File: src/rtl/rom_download_buffer.sv
// rom_download_buffer
// Elastic first-word-fall-through buffer between the hps_io ROM download
// port and the core download interface, all in the clk_sys domain.
// It absorbs HPS write bursts while the core's memory path stalls and
// back-pressures the HPS through ioctl_wait. A chip-select window frames
// each download, and completion, word count and overflow are reported.

module rom_download_buffer #(
    parameter int DEPTH        = 8,
    parameter int ADDR_WIDTH   = 25,
    parameter int DATA_WIDTH   = 16,
    parameter int AFULL_MARGIN = 2
) (
    input  logic                  clk_sys,
    input  logic                  reset_n,
    // HPS side
    input  logic                  ioctl_download,
    input  logic                  ioctl_wr,
    input  logic [ADDR_WIDTH-1:0] ioctl_addr,
    input  logic [DATA_WIDTH-1:0] ioctl_dout,
    output logic                  ioctl_wait,
    // core side
    output logic                  dl_cs,
    output logic                  dl_wr,
    output logic [ADDR_WIDTH-1:0] dl_addr,
    output logic [DATA_WIDTH-1:0] dl_dout,
    input  logic                  dl_wait_req,
    output logic                  dl_done,
    output logic [ADDR_WIDTH-1:0] dl_count,
    output logic                  dl_overflow
);

    localparam int PW = $clog2(DEPTH);
    localparam int LW = PW + 1;
    localparam logic [LW-1:0] FULL_LVL = LW'(DEPTH);
    localparam logic [LW-1:0] WAIT_LVL = LW'(DEPTH - AFULL_MARGIN);

    typedef enum logic [1:0] {
        S_IDLE,
        S_ACTIVE,
        S_DRAIN,
        S_DONE
    } state_t;

    state_t state, state_nxt;

    // storage and bookkeeping
    logic [ADDR_WIDTH-1:0] mem_addr [DEPTH];
    logic [DATA_WIDTH-1:0] mem_data [DEPTH];
    logic [PW-1:0]         wptr, rptr;
    logic [LW-1:0]         level, level_nxt;
    logic [ADDR_WIDTH-1:0] hold_addr;
    logic [DATA_WIDTH-1:0] hold_data;

    logic empty, full;
    logic accepting;   // pushes are only taken in ACTIVE
    logic window;      // ACTIVE or DRAIN; drives dl_cs
    logic start;       // edge that opens a new download: clear stats
    logic push_req, push, drop, pop;
    logic wait_nxt;

    assign empty = (level == '0);
    assign full  = (level == FULL_LVL);

    // Core-facing handshake: head is presented whenever the window is open
    // and something is buffered; the core takes it when not stalling.
    assign dl_wr = ~empty & window;
    assign pop   = dl_wr & ~dl_wait_req;

    // A push into a full FIFO still succeeds if the head leaves this cycle.
    assign push_req = accepting & ioctl_wr;
    assign push     = push_req & (~full | pop);
    assign drop     = push_req & full & ~pop;

    // Level after this edge, used for the drain exit and for ioctl_wait.
    always_comb begin
        level_nxt = level;
        case ({push, pop})
            2'b10:   level_nxt = level + LW'(1);
            2'b01:   level_nxt = level - LW'(1);
            default: level_nxt = level;
        endcase
    end

    // FSM state register
    always_ff @(posedge clk_sys or negedge reset_n) begin
        if (!reset_n) state <= S_IDLE;
        else          state <= state_nxt;
    end

    // FSM next-state logic; start marks the edge that begins a download
    always_comb begin
        state_nxt = state;
        start     = 1'b0;
        case (state)
            S_IDLE: begin
                if (ioctl_download) begin
                    state_nxt = S_ACTIVE;
                    start     = 1'b1;
                end
            end
            S_ACTIVE: begin
                if (!ioctl_download) state_nxt = S_DRAIN;
            end
            S_DRAIN: begin
                if (level_nxt == '0) state_nxt = S_DONE;
            end
            S_DONE: begin
                if (ioctl_download) begin
                    state_nxt = S_ACTIVE;
                    start     = 1'b1;
                end else begin
                    state_nxt = S_IDLE;
                end
            end
            default: state_nxt = S_IDLE;
        endcase
    end

    // FSM outputs, decoded from the registered state only
    always_comb begin
        accepting = 1'b0;
        window    = 1'b0;
        dl_done   = 1'b0;
        case (state)
            S_ACTIVE: begin
                accepting = 1'b1;
                window    = 1'b1;
            end
            S_DRAIN:  window  = 1'b1;
            S_DONE:   dl_done = 1'b1;
            default: ;
        endcase
    end

    assign dl_cs = window;

    // FIFO storage; contents need no reset since level gates visibility
    always_ff @(posedge clk_sys) begin
        if (push) begin
            mem_addr[wptr] <= ioctl_addr;
            mem_data[wptr] <= ioctl_dout;
        end
    end

    // Pointers and fill level
    always_ff @(posedge clk_sys or negedge reset_n) begin
        if (!reset_n) begin
            wptr  <= '0;
            rptr  <= '0;
            level <= '0;
        end else begin
            if (push) wptr <= wptr + PW'(1);
            if (pop)  rptr <= rptr + PW'(1);
            level <= level_nxt;
        end
    end

    // Remember the last presented head so the outputs hold while idle
    always_ff @(posedge clk_sys or negedge reset_n) begin
        if (!reset_n) begin
            hold_addr <= '0;
            hold_data <= '0;
        end else if (dl_wr) begin
            hold_addr <= mem_addr[rptr];
            hold_data <= mem_data[rptr];
        end
    end

    assign dl_addr = dl_wr ? mem_addr[rptr] : hold_addr;
    assign dl_dout = dl_wr ? mem_data[rptr] : hold_data;

    // Per-download statistics: delivered words and sticky drop flag
    always_ff @(posedge clk_sys or negedge reset_n) begin
        if (!reset_n) begin
            dl_count    <= '0;
            dl_overflow <= 1'b0;
        end else if (start) begin
            dl_count    <= '0;
            dl_overflow <= 1'b0;
        end else begin
            if (pop)  dl_count    <= dl_count + ADDR_WIDTH'(1);
            if (drop) dl_overflow <= 1'b1;
        end
    end

    // Back-pressure from the post-edge level; quiet outside the window
    assign wait_nxt = ((state_nxt == S_ACTIVE) || (state_nxt == S_DRAIN)) &&
                      (level_nxt >= WAIT_LVL);

    // Registered back-pressure to the HPS
    always_ff @(posedge clk_sys or negedge reset_n) begin
        if (!reset_n) ioctl_wait <= 1'b0;
        else          ioctl_wait <= wait_nxt;
    end

endmodule

File: config.mk
export PLATFORM = sky130hd
export DESIGN_NAME = rom_download_buffer
export DESIGN_NICKNAME = d
export VERILOG_FILES = /design/src/rtl/rom_download_buffer.sv
export SDC_FILE = /design/constraint.sdc
export NUM_CORES = 1
export LEC_CHECK = 0
export ABC_AREA = 1
export BUFFER_PORTS_ARGS = -buffer_cell sky130_fd_sc_hd__buf_4
export CORE_MARGIN = 3
export CORE_UTILIZATION = 55
export CTS_CLUSTER_DIAMETER = 50
export DETAILED_ROUTE_END_ITERATION = 6
export HOLD_SLACK_MARGIN = 0.03
export PLACE_DENSITY_LB_ADDON = 0.15
export RECOVER_POWER = 25
export SLEW_MARGIN = 20
export SYNTH_ARGS = -nofsm -noshare
export SYNTH_HDL_FRONTEND = slang
export SYNTH_SLANG_ARGS = --single-unit
File: constraint.sdc
create_clock -name clk_sys -period 5.4 [get_ports clk_sys]
set_clock_uncertainty 0.15 [all_clocks]
set_input_delay 1.35 -clock clk_sys [delete_from_list [all_inputs] [get_ports clk_sys]]
set_output_delay 1.35 -clock clk_sys [all_outputs]
set_load 0.02 [all_outputs]
==> results summary <==
The count of buffers from port buffering is roughly 120. Walking the worst path, the cells encountered are inv_1 > ha_1 > nand2_2 > clkinv_1 > buf_4 > o211ai_1 > nand2_1 > buf_4. The count of unique library cells instantiated by Yosys came out at 44. The tool flagged a number of max-cap violations equal to 1. For this run, the leading register cell type out of synthesis is edfxtp_1. The horizontal die dimension came out at 179 um.

The first global-routing pass estimated about 55000 um of wire. The total power consumption of the routed design is between 0.01 and 0.015 W. The sort of element at the end of the critical path is a primary output. The number of antenna violations at the first check in global routing came to 1. The die area came out at 32000 sq um. For the pin with the worst max-slew slack, the measured transition is about 2.1 ns.

After synthesis the netlist holds a flip-flop and latch count of slightly above 400. The number of placement rows came out at 62. Across the VDD grid, the largest voltage drop is ~0.44 mV.

Data on the critical path is required at its endpoint by slightly below 4 ns. Counting every sink on the clock net gives roughly 410. The final reports fail on max-capacitance violations, max-slew violations.

The arrival time of the worst setup path came out at 3.24 ns. The tightest min-delay check is of the reg2reg type. For this run, the register share of the synthesized area comes to 0.720. At the end of the flow, the number of nets in the layout was approximately 1400. The flow ran to the end, but the final reports show violations. The kind of start point of the critical path is a flip-flop. The largest driver fanout on the critical path came out at 21. The total setup buffers inserted after CTS is 0.

The slowest stage of the critical path is the clkinv_1 cell. The number of top-level pins came out at approximately 120. Setup repair after global routing left no endpoint under its margin. The post-detailed-route via-to-cell ratio came out at 5.66. The first detailed-routing pass took 5 iterations. For this run, asynchronously set or reset flops after synthesis account for 0.196. The worst hold slack after final layout is roughly 0.32 ns. The final sum of negative setup slack came out at 0 ns. The minimum clock period is about 4.7 ns. The delay of the slowest cell on the worst path is about 0.78 ns. The CTS tree is built. The maximum clock rate came out at about 210 MHz. The per-cell routed wire length came out at about 20 um. The routability congestion estimate from global placement came out at 0.844. The pin count of the biggest net entering global routing came out at 84. The reg2reg setup slack is 2.07 ns. The fraction of final layout cells sized beyond drive strength 1 is 0.143. The area growth from synthesis to final layout came out at 16.4%. After legalization and detailed placement, the total HPWL measured between 20000 and 25000 um. The initial cell density of the core came out at 0.566. In the finished design, the share of the clock period the worst path needs comes to 0.879.

By startpoint and endpoint, the worst setup path is classified as reg2out. The number of nets in the synthesized netlist came out at about 1300. The via count of the first global-routing pass came out at around 10000.

The buffer depth of the longest clock path is 3. The number of enable-type register cells in the synthesized netlist came out at approximately 330. For this design the ratio of total power to cell area is about 580 nW/um^2. The cell at the root of the clock tree is clkbuf_16. The total routing usage reported by global routing is 0.223. The total of cells resized after clock tree synthesis came out at 0. The number of levels in the clock H-tree came out at 2. Among cell families on the critical path, the largest total delay comes from buffers and inverters. The most numerous cell type found on the critical path is buf_4. The residual overflow from global routing is 0.

The floorplan step set the die height to between 150 and 200 um. The leakage power of the design came out at between 7 and 8 nW. The number of slew-limit violations in the final report is 35. After clock tree synthesis, the clock-pin slew on the worst setup and hold paths is about 0.06 ns. After detailed routing, the number of remaining DRC violations is 0. The worst slew slack as a fraction of its limit came out at -0.424. The critical path contains buffers and inverters numbering 4 combined. The combined area of all synthesized cells came out at between 15000 and 20000 sq um. The number of warning messages in the yosys log is 0.

The detailed router's first-iteration violation count is ~1000. The number of CTS-inserted buffers is 43. The number of nets with antenna violations after detailed routing came out at 0. The area of the core is about 29000 sq um. Setup violations remaining at the end of the flow were counted as 0. The number of filler instances in the final layout is between 2000 and 2500.

The repair_antennas step left the layout with diodes totalling 0. The total number of vias came out at between 10000 and 15000. Synthesis produced a netlist whose cell count is 1253.

The clock latency of the later-clocked register in the worst-skew pair came out at between 0.5 and 0.6 ns. After clock tree synthesis, the flow added hold-fix buffers numbering 0. The number of hold violations in the final report is 0. The mean post-synth cell area came out at 13.1 sq um. The overall routed net length is 35000 um.
## placed cells by master, fill, tap and decap left out, types with 2 or more instances in the layout
cell type	instances
a21oi_1	102
a2bb2oi_1	2
a31oi_1	3
buf_12	5
buf_4	103
bufinv_16	3
clkbuf_1	44
clkbuf_16	45
clkbuf_8	3
clkinv_1	6
clkinv_2	8
clkinvlp_4	2
dfrtp_1	78
edfxtp_1	328
ha_1	8
inv_1	123
inv_2	3
mux2i_1	82
nand2_1	144
nand2_2	2
nand2_4	2
nand3_1	38
nand3_2	2
nand4_1	4
nor2_1	22
nor2_2	2
nor2_4	9
nor3_1	11
nor3_2	2
o211ai_1	82
o21a_1	3
o21ai_0	112
o21ai_1	2
xor2_1	5
## flip-flops by register name, summed over array words and instances (netlist names)
name and flops:
dl_count 25, hold_data 16, wptr 3, hold_addr 25, dl_overflow 1, mem_addr 200
ioctl_wait 1, mem_data 128, state 2, rptr 3, level 4
## logic make-up (layout without fill, tap and decap cells)
kind of cell / count (synthesis) / after routing / share of synthesized area
adder cells (fa/ha/maj): 8 / 8 / 0.00608
AO/OA/AOI/OAI: 309 / 309 / 0.108
AND/OR/NAND/NOR: 248 / 248 / 0.0680
XOR/XNOR: 6 / 6 / 0.00319
buffers and inverters: 192 / 348 / 0.0447
multiplexers: 82 / 82 / 0.0499
flip-flops: 408 / 408 / 0.720
## through the flow
stage,setup WS (ns),utilization,instance area [sq um],cells
finish,0.656,0.658,19200,1793
global route,0.454,0.658,19200,1793
global placement,1.28,0.614,17900,1714
CTS,0.642,0.663,19300,1793
detailed placement,1.23,0.614,17900,1714
floorplan,0.982,-,16500,1253
## synth_stat cells (2+ instances only)
library cell,count,share of area
edfxtp_1,328,0.60
nand2_1,145,0.033
inv_1,124,0.028
o21ai_0,112,0.034
a21oi_1,102,0.031
mux2i_1,82,0.050
o211ai_1,82,0.037
dfrtp_1,80,0.12
clkbuf_1,47,0.011
nand3_1,38,0.012
nor2_1,30,0.0068
nor3_1,11,0.0033
buf_2,10,0.0030
ha_1,8,0.0061
buf_1,7,0.0016
xor2_1,5,0.0027
nand4_1,4,0.0015
a31oi_1,3,0.0011
o21a_1,3,0.0014
a2bb2oi_1,2,0.0011
inv_2,2,0.00046
nand2_4,2,0.0014
nand3_2,2,0.0012
nor2_2,2,0.00076
nor3_2,2,0.0012
o21ai_1,2,0.00061
## per-layer routing
layer  track usage  up-vias  wire length (um)
li1              -     4776                 -
met1         0.321     4951             15600
met2         0.358      344             16500
met3        0.0326       75              2050
met4        0.0688        2               841
met5             0        -                10
## report_power, final
part,internal [W],switching (W),leakage (nW)
logic,0.00150,0.00282,2.77
registers,0.00379,0.000201,3.96
clock network,0.00172,0.00116,0.685
total,0.00701,0.00419,7.42
## worst paths after layout
check	startpoint	to	cells after the start
setup / recovery	state[0]$_DFF_PN0_	dl_addr[6]	8
hold / removal	hold_data[12]$_DFF_PN0_	hold_data[12]$_DFF_PN0_	2
setup reg to reg	state[1]$_DFF_PN0_	mem_addr[6][17]$_DFFE_PP_	8
hold reg to reg	hold_data[12]$_DFF_PN0_	hold_data[12]$_DFF_PN0_	2
max in group asynchronous	reset_n	hold_data[14]$_DFF_PN0_	2
min in group asynchronous	reset_n	wptr[1]$_DFFE_PN0P_	1
## final cells by class
cell class / instances / area, sq um / share of cell area
clock inverter: 20 / 193 / 0.0101
inverter: 128 / 483 / 0.0252
sequential: 408 / 11900 / 0.619
clock buffer: 59 / 1210 / 0.0631
timing repair buffer: 141 / 997 / 0.0521
multi-input combinational: 653 / 3930 / 0.205
tap: 384 / 480 / 0.0251
## worst reg2reg max path, delay by kind of cell, from the launching register on
family	cells	cell delay [ns]
simple gates	5	1.43
fa+ha+maj	1	0.40
buf+inv	2	0.58
flops	1	0.41
No activity file was read; power rests on OpenSTA's default activity.
